**src/rtl/uart_pkg.sv**
```systemverilog
// Shared UART definitions: parity encodings (also used by uart_tx) and receiver states.
package uart_pkg;

  localparam int PARITY_NONE = 0;
  localparam int PARITY_EVEN = 1;
  localparam int PARITY_ODD  = 2;

  typedef enum logic [2:0] {
    RX_IDLE,
    RX_START,
    RX_DATA,
    RX_PARITY,
    RX_STOP,
    RX_WAIT_IDLE
  } rx_state_e;

endpackage

```
**src/rtl/uart_sync2.sv**
```systemverilog
// Two-flop synchronizer for a single asynchronous bit, reset to RST_VAL.
module uart_sync2 #(
  parameter logic RST_VAL = 1'b1
) (
  input  logic clk,
  input  logic rst_n,
  input  logic d,
  output logic q
);

  logic meta;

  always_ff @(posedge clk or negedge rst_n) begin
    if (!rst_n) begin
      meta <= RST_VAL;
      q    <= RST_VAL;
    end else begin
      meta <= d;
      q    <= meta;
    end
  end

endmodule

```
**src/rtl/uart_rx.sv**
```systemverilog
// Oversampling UART receiver: 3-sample majority vote per bit, parity/stop checks,
// one-cycle rx_valid strobe per completed frame.
module uart_rx
  import uart_pkg::*;
#(
  parameter int DATA_BITS  = 8,
  parameter int OVERSAMPLE = 8,
  parameter int PARITY     = PARITY_NONE,
  parameter int STOP_BITS  = 1
) (
  input  logic                 clk,
  input  logic                 rst_n,
  input  logic                 baud_tick,
  input  logic                 rx_wire,
  output logic [DATA_BITS-1:0] rx_data,
  output logic                 rx_valid,
  output logic                 rx_parity_err,
  output logic                 rx_frame_err,
  output logic                 rx_busy
);

  localparam int HALF = OVERSAMPLE / 2;
  localparam int TW   = $clog2(OVERSAMPLE);
  localparam int BW   = $clog2(DATA_BITS + 1);
  localparam logic ODD = (PARITY == PARITY_ODD);

  if (DATA_BITS < 5 || DATA_BITS > 9) begin : g_bad_data_bits
    $error("uart_rx: DATA_BITS must be 5..9");
  end
  if (OVERSAMPLE < 4 || (OVERSAMPLE % 2) != 0) begin : g_bad_oversample
    $error("uart_rx: OVERSAMPLE must be even and >= 4");
  end
  if (PARITY < 0 || PARITY > 2) begin : g_bad_parity
    $error("uart_rx: PARITY must be 0, 1 or 2");
  end
  if (STOP_BITS < 1 || STOP_BITS > 2) begin : g_bad_stop_bits
    $error("uart_rx: STOP_BITS must be 1 or 2");
  end

  logic rxs;

  uart_sync2 #(.RST_VAL(1'b1)) u_sync (
    .clk   (clk),
    .rst_n (rst_n),
    .d     (rx_wire),
    .q     (rxs)
  );

  rx_state_e            state, state_nxt;
  logic [TW-1:0]        tcnt, tcnt_nxt;
  logic [BW-1:0]        bcnt, bcnt_nxt;
  logic [DATA_BITS-1:0] shreg, shreg_nxt, data_nxt;
  logic                 s0, s0_nxt, s1, s1_nxt;
  logic                 perr_acc, perr_acc_nxt, ferr_acc, ferr_acc_nxt;
  logic                 perr_nxt, ferr_nxt, valid_nxt, ferr_now;
  logic                 decide, vote;

  // Third sample is the live synchronized value on the decision tick.
  assign decide  = baud_tick && (tcnt == TW'(HALF + 1));
  assign vote    = (s0 & s1) | (s0 & rxs) | (s1 & rxs);
  assign rx_busy = (state != RX_IDLE);

  always_ff @(posedge clk or negedge rst_n) begin
    if (!rst_n) begin
      state         <= RX_IDLE;
      tcnt          <= '0;
      bcnt          <= '0;
      shreg         <= '0;
      s0            <= 1'b1;
      s1            <= 1'b1;
      perr_acc      <= 1'b0;
      ferr_acc      <= 1'b0;
      rx_data       <= '0;
      rx_parity_err <= 1'b0;
      rx_frame_err  <= 1'b0;
      rx_valid      <= 1'b0;
    end else begin
      state         <= state_nxt;
      tcnt          <= tcnt_nxt;
      bcnt          <= bcnt_nxt;
      shreg         <= shreg_nxt;
      s0            <= s0_nxt;
      s1            <= s1_nxt;
      perr_acc      <= perr_acc_nxt;
      ferr_acc      <= ferr_acc_nxt;
      rx_data       <= data_nxt;
      rx_parity_err <= perr_nxt;
      rx_frame_err  <= ferr_nxt;
      rx_valid      <= valid_nxt;
    end
  end

  always_comb begin
    state_nxt    = state;
    tcnt_nxt     = tcnt;
    bcnt_nxt     = bcnt;
    shreg_nxt    = shreg;
    s0_nxt       = s0;
    s1_nxt       = s1;
    perr_acc_nxt = perr_acc;
    ferr_acc_nxt = ferr_acc;
    data_nxt     = rx_data;
    perr_nxt     = rx_parity_err;
    ferr_nxt     = rx_frame_err;
    valid_nxt    = 1'b0;
    ferr_now     = ferr_acc | ~vote;

    if (baud_tick) begin
      tcnt_nxt = (tcnt == TW'(OVERSAMPLE - 1)) ? '0 : tcnt + 1'b1;
      if (tcnt == TW'(HALF - 1)) s0_nxt = rxs;
      if (tcnt == TW'(HALF))     s1_nxt = rxs;

      unique case (state)
        RX_IDLE: begin
          // The detecting tick is tick 0 of the start bit.
          tcnt_nxt = rxs ? '0 : TW'(1);
          if (!rxs) begin
            state_nxt    = RX_START;
            perr_acc_nxt = 1'b0;
            ferr_acc_nxt = 1'b0;
          end
        end
        RX_START: if (decide) begin
          state_nxt = vote ? RX_IDLE : RX_DATA;
          bcnt_nxt  = '0;
        end
        RX_DATA: if (decide) begin
          shreg_nxt = {vote, shreg[DATA_BITS-1:1]};
          if (bcnt == BW'(DATA_BITS - 1)) begin
            bcnt_nxt  = '0;
            state_nxt = (PARITY != PARITY_NONE) ? RX_PARITY : RX_STOP;
          end else begin
            bcnt_nxt = bcnt + 1'b1;
          end
        end
        RX_PARITY: if (decide) begin
          perr_acc_nxt = ((^shreg) ^ vote) != ODD;
          state_nxt    = RX_STOP;
        end
        RX_STOP: if (decide) begin
          ferr_acc_nxt = ferr_now;
          if (bcnt == BW'(STOP_BITS - 1)) begin
            data_nxt  = shreg;
            perr_nxt  = perr_acc;
            ferr_nxt  = ferr_now;
            valid_nxt = 1'b1;
            bcnt_nxt  = '0;
            // Returning at mid-stop lets a back-to-back start edge be caught.
            state_nxt = ferr_now ? RX_WAIT_IDLE : RX_IDLE;
          end else begin
            bcnt_nxt = bcnt + 1'b1;
          end
        end
        RX_WAIT_IDLE: if (rxs) state_nxt = RX_IDLE;
        default: state_nxt = RX_IDLE;
      endcase
    end
  end

endmodule

```
**config.mk**
```make
export PLATFORM = sky130hd
export DESIGN_NAME = uart_rx
export DESIGN_NICKNAME = d
export VERILOG_FILES = /design/src/rtl/uart_pkg.sv /design/src/rtl/uart_sync2.sv /design/src/rtl/uart_rx.sv
export SDC_FILE = /design/constraint.sdc
export NUM_CORES = 1
export LEC_CHECK = 0
export CORE_MARGIN = 3
export CORE_UTILIZATION = 25
export DETAILED_ROUTE_END_ITERATION = 7
export HOLD_SLACK_MARGIN = 0.03
export PLACE_DENSITY = 0.45
export SYNTH_ARGS = -nofsm -noshare
export SYNTH_HDL_FRONTEND = slang
export SYNTH_SLANG_ARGS = --single-unit
export TNS_END_PERCENT = 30
```
**constraint.sdc**
```tcl
create_clock -name clk -period 2.4 [get_ports clk]
set_input_delay 0.36 -clock clk [delete_from_list [all_inputs] [get_ports clk]]
set_output_delay 0.36 -clock clk [all_outputs]
set_load 0.02 [all_outputs]
```
==> summary.txt, run 1 <==
Route
  – Drt first pass iters: 4
  – Via density per instance: 4.51
  – Total wire length: 3.40 mm
  – Final ANT Viol Nets: 0
  – Drt initial violations: 81
  – Number of remaining DRC errors: 0
  – Routed wire per std cell: 12.7 µm
  – Via count: 1209

Critical path
  – Reg2reg setup slack: 0.32 ns
  – Max stage delay cell, worst path: dfrtp_1
  – Worst Setup End Kind: output port
  – CP peak stage delay: 0.57 ns
  – Worst Path Buf+Inv: 1
  – Worst setup path start: state[0]
  – Peak fanout along the critical path: 18
  – Worst Setup Start Kind: flop
  – Worst path required time: 2.04 ns
  – WP data arrival: 1.95 ns
  – Critical path class: reg -> out
  – Cells along the critical path: or3_1, clkdlybuf4s50_1
  – Crit path max-delay family: flip-flops
  – RR Startpoint: bcnt[0]

Global routing
  – Largest net degree at the start of global routing: 36
  – Number of global-route vias before repair: 1282
  – Global-route wire length before repair: 6.02 mm
  – Initial antenna violation count: 0
  – GRT overflow: 0
  – Total GRT Usage: 0.0899

Place
  – Hpwl dp: 2.43 mm
  – GP Congestion: 0.824
  – Port Buffers: 15
  – Dpl cell area: 2040 µm²

Power
  – Total Power: 1.97 mW
  – Pwr Density: 922 nW/µm²
  – VDD IR max: 0.381 mV
  – P_leak: 0.946 nW

Die
  – Height of the die: 91.2 µm
  – Core Footprint: 6910 µm²
  – # rows: 30
  – Top-Level Pins: 16
  – Die area: 8310 µm²
  – Starting Density: 0.263
  – Die width: 91.2 µm

Cells and area
  – Ratio of cells with drive above 1 in the final layout: 0.180
  – Commonest non-fill, non-tap cells in the layout: dfrtp_1 (31), clkdlybuf4s50_1 (15), mux2_1 (9), nand2_1 (9), mux2_2 (9)
  – NumNets Final: 182
  – Final core utilization: 0.309
  – Diode count: 0
  – Layout area overhead: 17.8%
  – Most common cell after layout, fill and taps aside: dfrtp_1
  – Post-route design area: 2140 µm²

Clocking
  – Clock Latency Late Sink: 0.28 ns
  – H-tree Lvls: 2
  – Post-CTS sizing: 0
  – CTS Buffer Depth: 2
  – Clock-pin slew on the worst setup and hold paths: 0.07 ns
  – # Post-CTS Setup Buffers: 0
  – CTS tree: done
  – CTS buffer count: 5
  – CTS sink count: 35
  – CTS root buf: clkbuf_8
  – Cts hold-fix bufs: 0

Job
  – Maxcap violations: 0

STA
  – Setup repair after global routing missed its margin: false
  – Minimum clock period: 2.31 ns
  – Clk_skew: 0.00597 ns
  – Setup TNS: 0 ns
  – Rel. slew slack: 0.642
  – Final hold violations: 0
  – Max frequency: 433 MHz
  – Setup violations, final: 0
  – Final Slew Violations: 0
  – Period utilization: 0.963
  – Measured slew at the worst slew-check pin: 0.537 ns

Synth
  – Synth Area per Inst: 11.8 µm²
  – Syn_nets: 165
  – Synth cell types: 46
  – Primary FF master, synth: dfrtp_1
  – Synthesized area: 1810 µm²
  – Seq/Total Area, Yosys: 0.486
  – Asr flop ratio synth: 1.00
  – #FFs+latches synth: 35
  – EDFF count, synth: 0
  – Post-Syn Instances: 154
  – Yosys Warn Count: 0

Hold path
  – Hold Crit Class: reg -> reg
  – HP Start: u_sync.meta

Outcome
  – Outcome: completed
-- final timing paths --
check | end | cells past startpoint
min reg2reg | u_sync.q | 0
max reg2reg | state[1] | 6
min in group asynchronous | bcnt[2] | 2
min | u_sync.q | 0
max in group asynchronous | u_sync.q | 2
max | rx_busy | 2
-- cell type report --
cell class                 count  area [µm²]
clock buffer                   8         100
timing repair buffer          18         173
sequential                    35         881
multi-input combinational    104         837
fill                         729        4770
tap                           96         120
inverter                       7        26.3
-- sequential cells by signal, indices dropped and copies added (netlist names) --
register / flops
rx_data: 8
shreg: 8
bcnt: 4
state: 3
tcnt: 3
ferr_acc: 1
perr_acc: 1
rx_frame_err: 1
rx_parity_err: 1
rx_valid: 1
s0: 1
s1: 1
u_sync.meta: 1
u_sync.q: 1
-- power breakdown --
group	switching (mW)	internal (mW)
clock network	0.202	0.262
logic	0.325	0.324
registers	0.157	0.700
-- Yosys cell counts (2+ instances only) --
master	instances	area share
dfrtp_1	31	0.43
o211ai_1	2	0.0083
o21ai_1	2	0.0055
o31ai_1	5	0.021
nand2b_1	2	0.0069
mux2_1	9	0.056
mux2_2	9	0.056
buf_6	4	0.025
xnor2_1	7	0.034
ha_1	7	0.048
clkbuf_1	3	0.0062
a21oi_1	6	0.017
dfstp_2	4	0.058
inv_1	6	0.012
nor3_1	3	0.0083
nand3b_1	2	0.0083
nor2_1	5	0.010
or3_4	2	0.012
nand2_1	9	0.019
nand3_1	4	0.011
xor2_1	2	0.0097
or3_1	2	0.0069
o21ai_0	5	0.014
-- metrics by stage --
step / setup WS (ns) / instances / hold slack (ns)
6_report: 0.0882 / 268 / 0.356
5_1_grt: 0.0219 / 268 / 0.366
4_1_cts: 0.0769 / 268 / 0.357
3_5_place_dp: 0.278 / 260 / 0.347
3_3_place_gp: 0.275 / 260 / 0.348
2_1_floorplan: 0.373 / 154 / 0.0644
-- layer usage --
layer	track usage	share of wire	vias up
li1	-	-	575
met1	0.112	0.47	611
met2	0.142	0.48	18
met3	0.0249	0.032	5
met4	0.0465	0.017	0
met5	0	0	-
-- worst register-to-register path, delay by kind of cell (launching register included) --
family	cells	cell delay (ns)
and+or+nand+nor	2	0.77
AOI/OAI and AO/OA	1	0.29
muxes	1	0.30
DFF	1	0.42
adders and majority gates	1	0.13
buffers and inverters	1	0.07
-- logic make-up after synthesis --
logic type | after synthesis | synth area share
xor+xnor | 10 | 0.0559
compound gates | 29 | 0.107
simple gates | 38 | 0.124
fa+ha+maj | 8 | 0.0545
buf+inv | 15 | 0.0531
mux | 19 | 0.120
flops | 35 | 0.486
Power figures use the tool's default switching activity.
==> run 2, diff against run 1 <==
Settings changed: CAP_MARGIN from default to 40, CORE_ASPECT_RATIO from default to 0.75.
==> run 2 against run 1 <==
  * First-iteration DRC count grew 58%
  * Final area grew 0.70%
  * Combinational power shrank 3%
  * Die area grew 0.13%
  * Cell count grew 0.37%
  * Hold slack gained 0.0016 ns
  * Count of clock-buffer cells in the layout shrank 2
  * Critical path type unchanged
  * Critical endpoint unchanged
  * Largest cell class unchanged
==> summary.txt, run 2 (synthesis results as in run 1) <==
STA
  – Max frequency: 443 MHz (was 433 MHz)
  – Setup violations, final: 0 (unchanged)
  – Measured slew at the worst slew-check pin: 0.518 ns (was 0.537 ns)
  – Period utilization: 0.940 (was 0.963)
  – Clk_skew: 0.00409 ns (was 0.00597 ns)
  – Setup repair after global routing missed its margin: false (unchanged)
  – Final hold violations: 0 (unchanged)
  – Final Slew Violations: 0 (unchanged)
  – Setup TNS: 0 ns (unchanged)
  – Rel. slew slack: 0.655 (was 0.642)
  – Minimum clock period: 2.26 ns (was 2.31 ns)

Die
  – Die width: 104 µm (was 91.2 µm)
  – Core Footprint: 6930 µm² (was 6910 µm²)
  – Die area: 8330 µm² (was 8310 µm²)
  – Starting Density: 0.262 (was 0.263)
  – Top-Level Pins: 16 (unchanged)
  – # rows: 26 (was 30)
  – Height of the die: 79.8 µm (was 91.2 µm)

Critical path
  – Peak fanout along the critical path: 17 (was 18)
  – WP data arrival: 1.90 ns (was 1.95 ns)
  – Reg2Reg Depth: 6 (unchanged)
  – WP depth: 2 (unchanged)
  – Critical path destination: rx_busy (unchanged)
  – Worst Path Buf+Inv: 1 (unchanged)
  – Crit path max-delay family: flip-flops (unchanged)
  – Worst setup path start: state[1] (was state[0])
  – Worst Setup Start Kind: flop (unchanged)
  – Reg2reg setup slack: 0.28 ns (was 0.32 ns)
  – Cells along the critical path: or3_1, clkdlybuf4s50_1 (unchanged)
  – Worst r2r dst: state[1] (unchanged)
  – Worst path required time: 2.04 ns (about the same)
  – CP peak stage delay: 0.57 ns (about the same)
  – Critical path class: reg -> out (unchanged)
  – RR Startpoint: bcnt[0] (unchanged)
  – Max stage delay cell, worst path: dfrtp_1 (unchanged)
  – Worst Setup End Kind: output port (unchanged)

Cells and area
  – Final core utilization: 0.311 (was 0.309)
  – Ratio of cells with drive above 1 in the final layout: 0.193 (was 0.180)
  – Filler cells: 709 (was 729)
  – Layout area overhead: 18.6% (was 17.8%)
  – Commonest non-fill, non-tap cells in the layout: dfrtp_1 (29), clkdlybuf4s50_1 (15), mux2_1 (9), nand2_1 (9), mux2_2 (9) (was dfrtp_1 (31), clkdlybuf4s50_1 (15), mux2_1 (9), nand2_1 (9), mux2_2 (9))
  – Finished Layout Cells: 269 (was 268)
  – Most common cell after layout, fill and taps aside: dfrtp_1 (unchanged)
  – Diode count: 0 (unchanged)
  – Largest registers: rx_data x8, shreg x8, bcnt x4 (unchanged)
  – NumNets Final: 181 (was 182)

Clocking
  – CTS buffer count: 5 (unchanged)
  – CTS sink count: 35 (unchanged)
  – CTS Buffer Depth: 2 (unchanged)
  – CTS tree: done (unchanged)
  – CTS root buf: clkbuf_8 (unchanged)
  – Clock-pin slew on the worst setup and hold paths: 0.07 ns (about the same)
  – # Post-CTS Setup Buffers: 0 (unchanged)
  – H-tree Lvls: 2 (unchanged)
  – Clock Latency Late Sink: 0.28 ns (about the same)
  – Cts hold-fix bufs: 0 (unchanged)

Global routing
  – Routing usage on met3: 0.0275 (was 0.0249)
  – Total GRT Usage: 0.0924 (was 0.0899)
  – Initial antenna violation count: 0 (unchanged)
  – M2 GR Usage: 0.148 (was 0.142)
  – Number of global-route vias before repair: 1247 (was 1282)
  – GRT overflow: 0 (unchanged)
  – GRT met1 Usage: 0.120 (was 0.112)
  – Largest net degree at the start of global routing: 36 (unchanged)
  – GR peak layer: met2 (unchanged)
  – Global-route wire length before repair: 6.18 mm (was 6.02 mm)

Route
  – Drt first pass iters: 4 (unchanged)
  – Via count: 1188 (was 1209)
  – Drt initial violations: 128 (was 81)
  – Total wire length: 3.55 mm (was 3.40 mm)
  – Number of remaining DRC errors: 0 (unchanged)
  – Via density per instance: 4.42 (was 4.51)
  – Routed wire per std cell: 13.2 µm (was 12.7 µm)
  – Final ANT Viol Nets: 0 (unchanged)

Power
  – Pwr Density: 957 nW/µm² (was 922 nW/µm²)
  – Power Internal: 1.35 mW (was 1.29 mW)
  – Clk pwr share: 0.268 (was 0.236)
  – VDD IR max: 0.238 mV (was 0.381 mV)
  – P_leak: 0.950 nW (was 0.946 nW)
  – Total Power: 2.06 mW (was 1.97 mW)
  – Switch share: 0.343 (was 0.347)
  – Logic gate share of total power: 0.306 (was 0.329)
  – NetSw: 0.707 mW (was 0.684 mW)
  – Sequential Power Share: 0.426 (was 0.435)

Place
  – Hpwl dp: 2.54 mm (was 2.43 mm)
  – Port Buffers: 15 (unchanged)
  – Inst Count DP: 261 (was 260)
  – GP Congestion: 0.789 (was 0.824)

Job
  – Maxcap violations: 0 (unchanged)

Outcome
  – Outcome: completed (unchanged)

Hold path
  – Hold Crit Class: reg -> reg (unchanged)
  – HP Start: u_sync.meta (unchanged)
[run 2: worst min path at each step]
stage | endpoint | slack (ns) | depth (start not counted)
6_report | u_sync.q | 0.36 | 0
5_1_grt | u_sync.q | 0.37 | 0
4_1_cts | u_sync.q | 0.36 | 0
3_5_place_dp | u_sync.q | 0.35 | 0
3_3_place_gp | u_sync.q | 0.35 | 0
2_1_floorplan | bcnt[0] | 0.06 | 0
[run 2: power groups by stage]
| stage | Combinational, mW | Clock (mW) | Sequential, mW |
|---|---|---|---|
| detailed placement | 0.633 | 0 | 0.883 |
| global route | 0.705 | 0.598 | 0.905 |
| floorplan | 0.620 | 0 | 0.780 |
| finish | 0.629 | 0.553 | 0.878 |
| CTS | 0.636 | 0.571 | 0.870 |
| global placement | 0.620 | 0 | 0.874 |
[run 2: layout make-up]
cell class / count / area [µm²] / share of cell area
flip-flops and latches: 35 / 883 / 0.410
multi-input cells: 104 / 837 / 0.389
repair buffers: 17 / 165 / 0.0767
well taps: 98 / 123 / 0.0570
clock buffers: 6 / 82.6 / 0.0384
clock inverters: 2 / 35.0 / 0.0163
inverters: 7 / 26.3 / 0.0122
[run 2: stage by stage]
step | hold slack (ns) | cell area, µm² | worst slack, ns
final | 0.358 | 2150 | 0.144
after global routing | 0.365 | 2150 | 0.0368
after CTS | 0.358 | 2150 | 0.0656
after detailed placement | 0.348 | 2030 | 0.183
after global placement | 0.347 | 2030 | 0.217
after floorplan | 0.0644 | 1810 | 0.373
[run 2: routing by layer]
layer	wire [µm]	vias to the layer above
li1	-	578
met1	1740	585
met2	1650	21
met3	132	4
met4	32	0
met5	0	-
[run 2: timing repair]
action,CTS,global route
gates resized for setup,0,2
setup endpoints to repair,0,1
endpoints found under the hold margin,0,0
[run 2: worst register-to-register path, stage by stage, from the launching register on]
cell and delay [ns]:
dfrtp_1 0.42, inv_1 0.07, ha_1 0.14, or3b_4 0.38, a32o_1 0.30, or3_4 0.40
mux2_4 0.30
